--- src/rtl/pipe_stage_chain_pkg.sv ---
// Shared constants for pipe_stage_chain: default geometry, NOP payload, CPU stage depths.
// No logic; sizing helper for the occupancy counter.
// Consumers import this package; no flow-control behaviour lives here.
package pipe_stage_chain_pkg;

    localparam int unsigned PIPE_DEF_WIDTH = 32;
    localparam int unsigned PIPE_DEF_DEPTH = 2;

    // RISC-V "addi x0,x0,0": lets a reset or cleared stage read as a harmless instruction.
    localparam logic [31:0] PIPE_NOP_INST = 32'h0000_0013;

    localparam int unsigned PIPE_IF_ID_DEPTH  = 1;
    localparam int unsigned PIPE_ID_EX_DEPTH  = 1;
    localparam int unsigned PIPE_EX_MEM_DEPTH = 1;
    localparam int unsigned PIPE_MEM_WB_DEPTH = 1;

    function automatic int unsigned pipe_cnt_w(input int unsigned depth);
        return $clog2(depth + 1);
    endfunction

endpackage

--- src/rtl/pipe_stage_chain_cell.sv ---
// One pipeline stage: valid bit + payload register, ready chain, flush and stall.
// Latency 1 cycle from up_vld/up_dat to vld/dat.
// Ready when empty or when downstream is ready; flush beats stall beats move/hold.
module pipe_stage_chain_cell
    import pipe_stage_chain_pkg::*;
#(
    parameter int unsigned     WIDTH   = PIPE_DEF_WIDTH,
    parameter logic [WIDTH-1:0] RST_VAL = '0
) (
    input  logic             clk,
    input  logic             rst,
    input  logic             stall,
    input  logic             flush,
    input  logic             up_vld,
    input  logic [WIDTH-1:0] up_dat,
    input  logic             dn_rdy,
    output logic             vld,
    output logic [WIDTH-1:0] dat,
    output logic             rdy,
    output logic             vld_nxt
);

    assign rdy = ~vld | dn_rdy;

    always_comb begin
        vld_nxt = vld;
        if (flush) begin
            vld_nxt = 1'b0;
        end else if (!stall && rdy) begin
            vld_nxt = up_vld;
        end
    end

    always_ff @(posedge clk or posedge rst) begin
        if (rst) begin
            vld <= 1'b0;
            dat <= RST_VAL;
        end else begin
            vld <= vld_nxt;
`ifdef PIPE_STAGE_CLEAR_DATA_EN
            // Bubbles read as RST_VAL so downstream decoders see a NOP.
            if (flush) begin
                dat <= RST_VAL;
            end else if (!stall && rdy) begin
                dat <= up_vld ? up_dat : RST_VAL;
            end
`else
            if (!flush && !stall && rdy && up_vld) begin
                dat <= up_dat;
            end
`endif
        end
    end

endmodule

--- src/rtl/pipe_stage_chain.sv ---
// DEPTH-stage valid/ready register chain with bubble collapse, per-stage flush, occupancy count.
// Latency DEPTH cycles into an empty chain, throughput 1 item/clk; optional PIPE_STAGE_CLEAR_DATA_EN.
// in_ready drops only when every stage is occupied and out_ready=0, or under stall_i.
module pipe_stage_chain
    import pipe_stage_chain_pkg::*;
#(
    parameter int unsigned      WIDTH   = PIPE_DEF_WIDTH,
    parameter int unsigned      DEPTH   = PIPE_DEF_DEPTH,
    parameter logic [WIDTH-1:0] RST_VAL = '0
) (
    input  logic                       clk,
    input  logic                       rst,
    input  logic                       stall_i,
    input  logic [DEPTH-1:0]           flush_i,
    input  logic                       in_valid,
    output logic                       in_ready,
    input  logic [WIDTH-1:0]           in_data,
    output logic                       out_valid,
    input  logic                       out_ready,
    output logic [WIDTH-1:0]           out_data,
    output logic [$clog2(DEPTH+1)-1:0] count_o
);

    localparam int unsigned CNT_W = pipe_cnt_w(DEPTH);

    logic [DEPTH:0]   rdy;
    logic [DEPTH-1:0] vld;
    logic [DEPTH-1:0] vld_nxt;
    logic [WIDTH-1:0] dat [DEPTH];
    logic [CNT_W-1:0] cnt_nxt;

    assign rdy[DEPTH] = out_ready;

    for (genvar k = 0; k < DEPTH; k++) begin : g_stage
        logic             up_vld;
        logic [WIDTH-1:0] up_dat;

        if (k == 0) begin : g_head
            assign up_vld = in_valid;
            assign up_dat = in_data;
        end else begin : g_body
            // A flushed item must not survive by moving on in the same cycle.
            assign up_vld = vld[k-1] & ~flush_i[k-1];
            assign up_dat = dat[k-1];
        end

        pipe_stage_chain_cell #(
            .WIDTH   (WIDTH),
            .RST_VAL (RST_VAL)
        ) u_cell (
            .clk     (clk),
            .rst     (rst),
            .stall   (stall_i),
            .flush   (flush_i[k]),
            .up_vld  (up_vld),
            .up_dat  (up_dat),
            .dn_rdy  (rdy[k+1]),
            .vld     (vld[k]),
            .dat     (dat[k]),
            .rdy     (rdy[k]),
            .vld_nxt (vld_nxt[k])
        );
    end

    assign in_ready  = rdy[0] & ~stall_i;
    assign out_valid = vld[DEPTH-1] & ~flush_i[DEPTH-1] & ~stall_i;
    assign out_data  = dat[DEPTH-1];

    always_comb begin
        cnt_nxt = '0;
        for (int i = 0; i < DEPTH; i++) begin
            cnt_nxt = cnt_nxt + CNT_W'(vld_nxt[i]);
        end
    end

    always_ff @(posedge clk or posedge rst) begin
        if (rst) begin
            count_o <= '0;
        end else begin
            count_o <= cnt_nxt;
        end
    end

endmodule
--- config.mk ---
export PLATFORM = sky130hd
export DESIGN_NAME = pipe_stage_chain
export DESIGN_NICKNAME = d
export VERILOG_FILES = /design/src/rtl/pipe_stage_chain_pkg.sv /design/src/rtl/pipe_stage_chain_cell.sv /design/src/rtl/pipe_stage_chain.sv
export SDC_FILE = /design/constraint.sdc
export NUM_CORES = 1
export LEC_CHECK = 0
export BUFFER_PORTS_ARGS = -buffer_cell sky130_fd_sc_hd__buf_2
export CORE_ASPECT_RATIO = 0.8
export CORE_UTILIZATION = 40
export CTS_CLUSTER_SIZE = 20
export DETAILED_ROUTE_END_ITERATION = 10
export SLEW_MARGIN = 30
export SYNTH_ARGS = -nofsm -noshare
export SYNTH_HDL_FRONTEND = slang
export SYNTH_SLANG_ARGS = --single-unit
--- constraint.sdc ---
create_clock -name clk -period 2.4 [get_ports clk]
set_input_delay 0.24 -clock clk [delete_from_list [all_inputs] [get_ports clk]]
set_output_delay 0.24 -clock clk [all_outputs]
set_load 0.005 [all_outputs]
# After elaboration in Yosys (flattened, before gate mapping)
# Cells that the tools add are included.
dict set report totals {
  register_bits 68
  out_inout_bits 36
  elab_cells 32
}
dict set report classes {
  bitwise 11
  addsub 1
  mux 4
  reduce_logical 11
}
# operator count
set op_table {}
lappend op_table {{1-bit logical AND} 8}
lappend op_table {{1-bit inverter} 5}
lappend op_table {{1-bit AND} 4}
lappend op_table {{1-bit two-way mux} 4}
lappend op_table {{1-bit logical NOT} 3}
lappend op_table {{1-bit by 1-bit adder with 2-bit output} 1}
lappend op_table {{1-bit OR} 2}

# Depth between registers and ports, before layout
dict set report depth {
  ltp_word 7
  depth_mapped 6
}

# Modules after synthesis
# Synthesis repeated with hierarchy kept, for this count alone.
dict set report unflattened {
  cells_unflattened 159
  area_unflattened_um2 2914.0
}
# module area_each_um2 cells_each n_inst seq_area_each_um2
set by_module_without_submodules {}
lappend by_module_without_submodules {pipe_stage_chain_cell 1411.4 76 2 825.8}
lappend by_module_without_submodules {pipe_stage_chain 91.3 7 1 50.0}

# Least setup slack after synthesis
# OpenSTA, ideal clock, no wires.
dict set report synth_timing {
  path_type {reg2reg}
  startpoint {register g_stage[1].u_cell.vld}
  endpoint {register count_o[0]}
  setup_slack_ns 0.964
  setup_ns 0.126
  arrival_time_ns 1.310
  path_stages_with_launch 7
  synth_period_minus_slack_ns 1.436
  t_required_ns 2.274
  path_buffers 2
  cell_sequence {dfrtp_1 > nor2b_4 > nand4bb_1 > buf_6 > buf_12 > o21ai_0 > ha_1}
}
# element line_no
set synth_rtl {}
lappend synth_rtl {{start, declared} pipe_stage_chain_cell.sv:17} ;# output logic vld,
lappend synth_rtl {{start signal, assigned} pipe_stage_chain_cell.sv:39} ;# vld <= vld_nxt;
lappend synth_rtl {{1-bit inverter} pipe_stage_chain_cell.sv:23} ;# assign rdy = ~vld | dn_rdy;
lappend synth_rtl {{1-bit OR} pipe_stage_chain_cell.sv:23}
lappend synth_rtl {{1-bit logical AND} pipe_stage_chain_cell.sv:29} ;# end else if (!stall && rdy) begin
lappend synth_rtl {{1-bit two-way mux *} pipe_stage_chain_cell.sv:29}
lappend synth_rtl {{1-bit two-way mux *} pipe_stage_chain_cell.sv:27} ;# if (flush) begin
lappend synth_rtl {{named net g_stage[1].u_cell.vld_nxt} pipe_stage_chain_cell.sv:20} ;# output logic vld_nxt
lappend synth_rtl {{1-bit by 1-bit adder with 2-bit output *} pipe_stage_chain.sv:72} ;# cnt_nxt = cnt_nxt + CNT_W'(vld_nxt[i]);
lappend synth_rtl {{named net cnt_nxt[0]} pipe_stage_chain.sv:30} ;# logic [CNT_W-1:0] cnt_nxt;
lappend synth_rtl {{end signal, assigned} pipe_stage_chain.sv:80} ;# count_o <= cnt_nxt;
lappend synth_rtl {{end, declared} pipe_stage_chain.sv:21} ;# output logic [$clog2(DEPTH+1)-1:0] count_o
# The timed path passes the listed nets; every way through them passes the cells marked *.
# A chain may end at the register's enable or synchronous reset.

# Final worst setup path
dict set report layout_timing {
  startpoint {register g_stage[1].u_cell.vld}
  endpoint {register g_stage[1].u_cell.dat[18]}
}
dict set report layout_via {
  elab_chain_len 4
}
# element line_no
set layout_rtl {}
lappend layout_rtl {{1-bit inverter} pipe_stage_chain_cell.sv:23}
lappend layout_rtl {{1-bit OR} pipe_stage_chain_cell.sv:23}
lappend layout_rtl {{1-bit logical AND (2 in a row)} pipe_stage_chain_cell.sv:48} ;# if (!flush && !stall && rdy && up_vld) begin
lappend layout_rtl {{end signal, assigned} pipe_stage_chain_cell.sv:49} ;# dat <= up_dat;
lappend layout_rtl {{end, declared} pipe_stage_chain_cell.sv:18} ;# output logic [WIDTH-1:0] dat,
# Every way passes these cells.

==> summary.md <==
| Metric | Value |
|---|---|
| H-Tree Depth | `3` |
| Mean Syn Cell Area | `around 18 µm²` |
| Cell taking the most area after synthesis | `dfrtp_1` |
| WS Path Type | `reg -> reg` |
| Area grow syn2layout | `25.5%` |
| Grt total ovfl | `0` |
| CP Launch Type | `register` |
| Power Dens Cells | `around 940 mW/mm²` |
| Design area | `approximately 0.0034 mm²` |
| Dpl cell area | `~0.0032 mm²` |
| Max Transition Viols Final | `0` |
| Largest net degree at the start of global routing | `between 40 and 50` |
| Synth area leaders | `dfrtp_1 62%, mux2_4 16%, mux2_2 13%, buf_12 2.2%, mux2_1 1.2%` |
| ANT cells | `0` |
| Io pins | `75` |
| Worst Reg2Reg Path Length in Cells | `4` |
| Die Span Y | `around 76 µm` |
| Core box area | `between 0.006 and 0.007 mm²` |
| Post-synthesis instance total | `roughly 150` |
| Synth cell types | `20` |
| Clock Tree Root | `clkbuf_8` |
| TritonCTS clock tree | `built` |
| Initial antenna violation count | `0` |
| Drt initial violations | `34` |
| Vias in the first global route | `about 1.5k` |
| DR vias/cell | `between 4 and 5` |
| Clock skew | `just over 0.008 ns` |
| Reg2Reg Setup Slack | `between 0.7 and 0.8 ns` |
| CP peak stage delay | `approximately 0.4 ns` |
| Net count after synthesis | `roughly 190` |
| Final ANT Viol Nets | `0` |
| Die width | `roughly 94 µm` |
| GPL Wtd Cong | `a little under 0.8` |
| Crit-path max FO | `17` |
| Max-cap violations | `0` |
| Tmin final | `around 1.6 ns` |
| Worst EP required | `2.62 ns` |
| Reg clk slew, reported paths | `roughly 0.070 ns` |
| IO buf count | `74` |
| Synth Cell Area | `between 0.002 and 0.003 mm²` |
| Hold Path Origin | `flush_i[0]` |
| Critical path endpoint category | `register` |
| Tcrit/Tclk final | `approximately two thirds` |
| Final setup vio count | `0` |
| Outcome | `finished clean` |
| 1st-pass router iterations | `4` |
| VDD IR-drop max | `approximately 0.43 mV` |
| Worst Path Buf+Inv | `1` |
| Setup Total Neg Slack | `0 ns` |
| Initial Util | `42.1%` |
| Die area | `0.00715 mm²` |
| Clock Latency Late Sink | `0.34 ns` |
| CTS Buffer Depth | `2` |
| Delay-heaviest family, CP | `simple AND/OR/NAND/NOR gates` |
| Final Routed Wirelength | `4.68 mm` |
| Post-synth top area share | `between 60% and 70%` |
| Hold Path Stages | `2` |
| Crit path max-delay cell type | `dfrtp_1` |
| WL per Instance | `14.4 µm` |
| Via count | `about 1.5k` |
| Worst Hold Slack | `roughly 0.12 ns` |
| Seq/Total Area, Yosys | `62.4%` |
| R2r endpoint | `g_stage[1].u_cell.dat[18]` |
| Cell Rows | `26` |
| Crit path DAT | `1.86 ns` |
| First-pass GRT wire length | `approximately 7.7 mm` |
| RSZ-0062 raised after global routing | `false` |
| Critical path, cell by cell | `nor2b_4, nand4bb_2, buf_4, mux2_4` |
| CTS Buf Count | `9` |
| Relative slew slack | `59.0%` |
| Max Fclk | `roughly 600 MHz` |
| Leak Pwr | `between 1.5 and 2 nW` |
| Detail Placement HPWL | `3.23 mm` |
| Min-delay worst type | `in -> reg` |
| Synth Warn # | `0` |
| Fin. Hold Viols | `0` |
| WHS Endpoint | `g_stage[0].u_cell.vld` |
| Synth Register Bits | `between 60 and 70` |
| Critical R2R Launch | `g_stage[1].u_cell.vld` |
| Clk sink count | `68` |
| Total GRT Usage | `15.1%` |
| Share of layout cells above drive strength 1 | `66.1%` |
| DR DRC count | `0` |
| Nets@finish | `between 200 and 300` |
| Worst slew pin tran | `about 0.61 ns` |
==> cells in the mapped netlist (all sizes together) <==
cell type / instances
nor2: 2
ha: 1
nand3: 1
nor2b: 2
dfrtp: 68
nand3b: 1
nand4bb: 1
mux2: 64
buf: 7
inv: 1
nand2b: 1
or2b: 1
a21oi: 2
o21ai: 2
==> how the worst max path moves through the flow <==
stage	cells after the start	end	slack, ns	from
2_1_floorplan	1	count_o[0]	0.45	rst
3_3_place_gp	5	g_stage[0].u_cell.dat[0]	0.78	stall_i
3_5_place_dp	4	g_stage[0].u_cell.dat[2]	0.76	g_stage[0].u_cell.vld
4_1_cts	4	g_stage[0].u_cell.dat[0]	0.75	g_stage[0].u_cell.vld
5_1_grt	4	g_stage[1].u_cell.dat[22]	0.68	g_stage[1].u_cell.vld
6_report	4	g_stage[1].u_cell.dat[18]	0.76	g_stage[1].u_cell.vld
==> logic make-up (layout without fill, tap and decap cells) <==
logic type	Yosys count	in the layout	synth area share, %
mux	64	64	30.4
fa+ha+maj	1	1	0.459
buf+inv	8	96	3.30
compound gates	4	4	0.734
simple gates	9	9	2.66
flops	68	68	62.4
==> per-stage QoR <==
step                      util [%]  setup slack, ns  cells  power (W)
after floorplan                  -            0.448    154    0.00189
after global placement        49.1            0.784    309    0.00214
after detailed placement      49.1            0.759    309    0.00215
after CTS                     52.8            0.748    326    0.00325
after global routing          52.8            0.680    326    0.00338
final                         52.8            0.762    326    0.00320
==> what timing repair did <==
| action | 4_1_cts | 5_1_grt |
|---|---|---|
| gates resized for setup | 0 | 0 |
| hold endpoints to repair | 27 | 0 |
| hold buffers | 1 | 0 |
| setup buffers | 0 | 0 |
==> where the power goes <==
part	internal (W)	switching, W
combinational	0.000399	0.000182
sequential	0.00140	0.000135
clock	0.000667	0.000411
total	0.00247	0.000728
==> layout make-up <==
type | count | area (µm²)
fill | 569 | 3050
inverter | 1 | 3.75
timing repair buffer | 79 | 435
multi-input combinational | 78 | 940
sequential | 68 | 1700
clock inverter | 4 | 70.1
clock buffer | 12 | 165
tap | 84 | 105
==> layer usage <==
metal | track usage [%] | share of wire, % | wire length, µm
met5 | 0 | 0 | 0
met4 | 7.18 | 1.5 | 69
met2 | 20.0 | 41 | 1940
met1 | 21.1 | 49 | 2300
met3 | 6.49 | 7.9 | 368
==> registers in the layout, indices dropped and copies added (netlist names) <==
| signal | flops |
|---|---|
| g_stage.u_cell.dat | 64 |
| g_stage.u_cell.vld | 2 |
| count_o | 2 |
==> layout by cell type (no fill, tap or decap) <==
cell	instances
buf_12	2
nor2_2	1
nor2b_1	1
bufinv_16	2
o21ai_0	2
clkinv_2	2
inv_2	1
dfrtp_1	68
nand2b_1	1
nand3b_1	1
a21oi_1	2
mux2_2	32
nor2b_4	1
nor2_1	1
ha_1	1
buf_4	2
nand3_2	1
clkbuf_8	12
dlygate4sd3_1	1
mux2_1	3
or2b_1	1
nand4bb_2	1
mux2_4	29
buf_2	74
No activity file was read; power rests on OpenSTA's default activity.
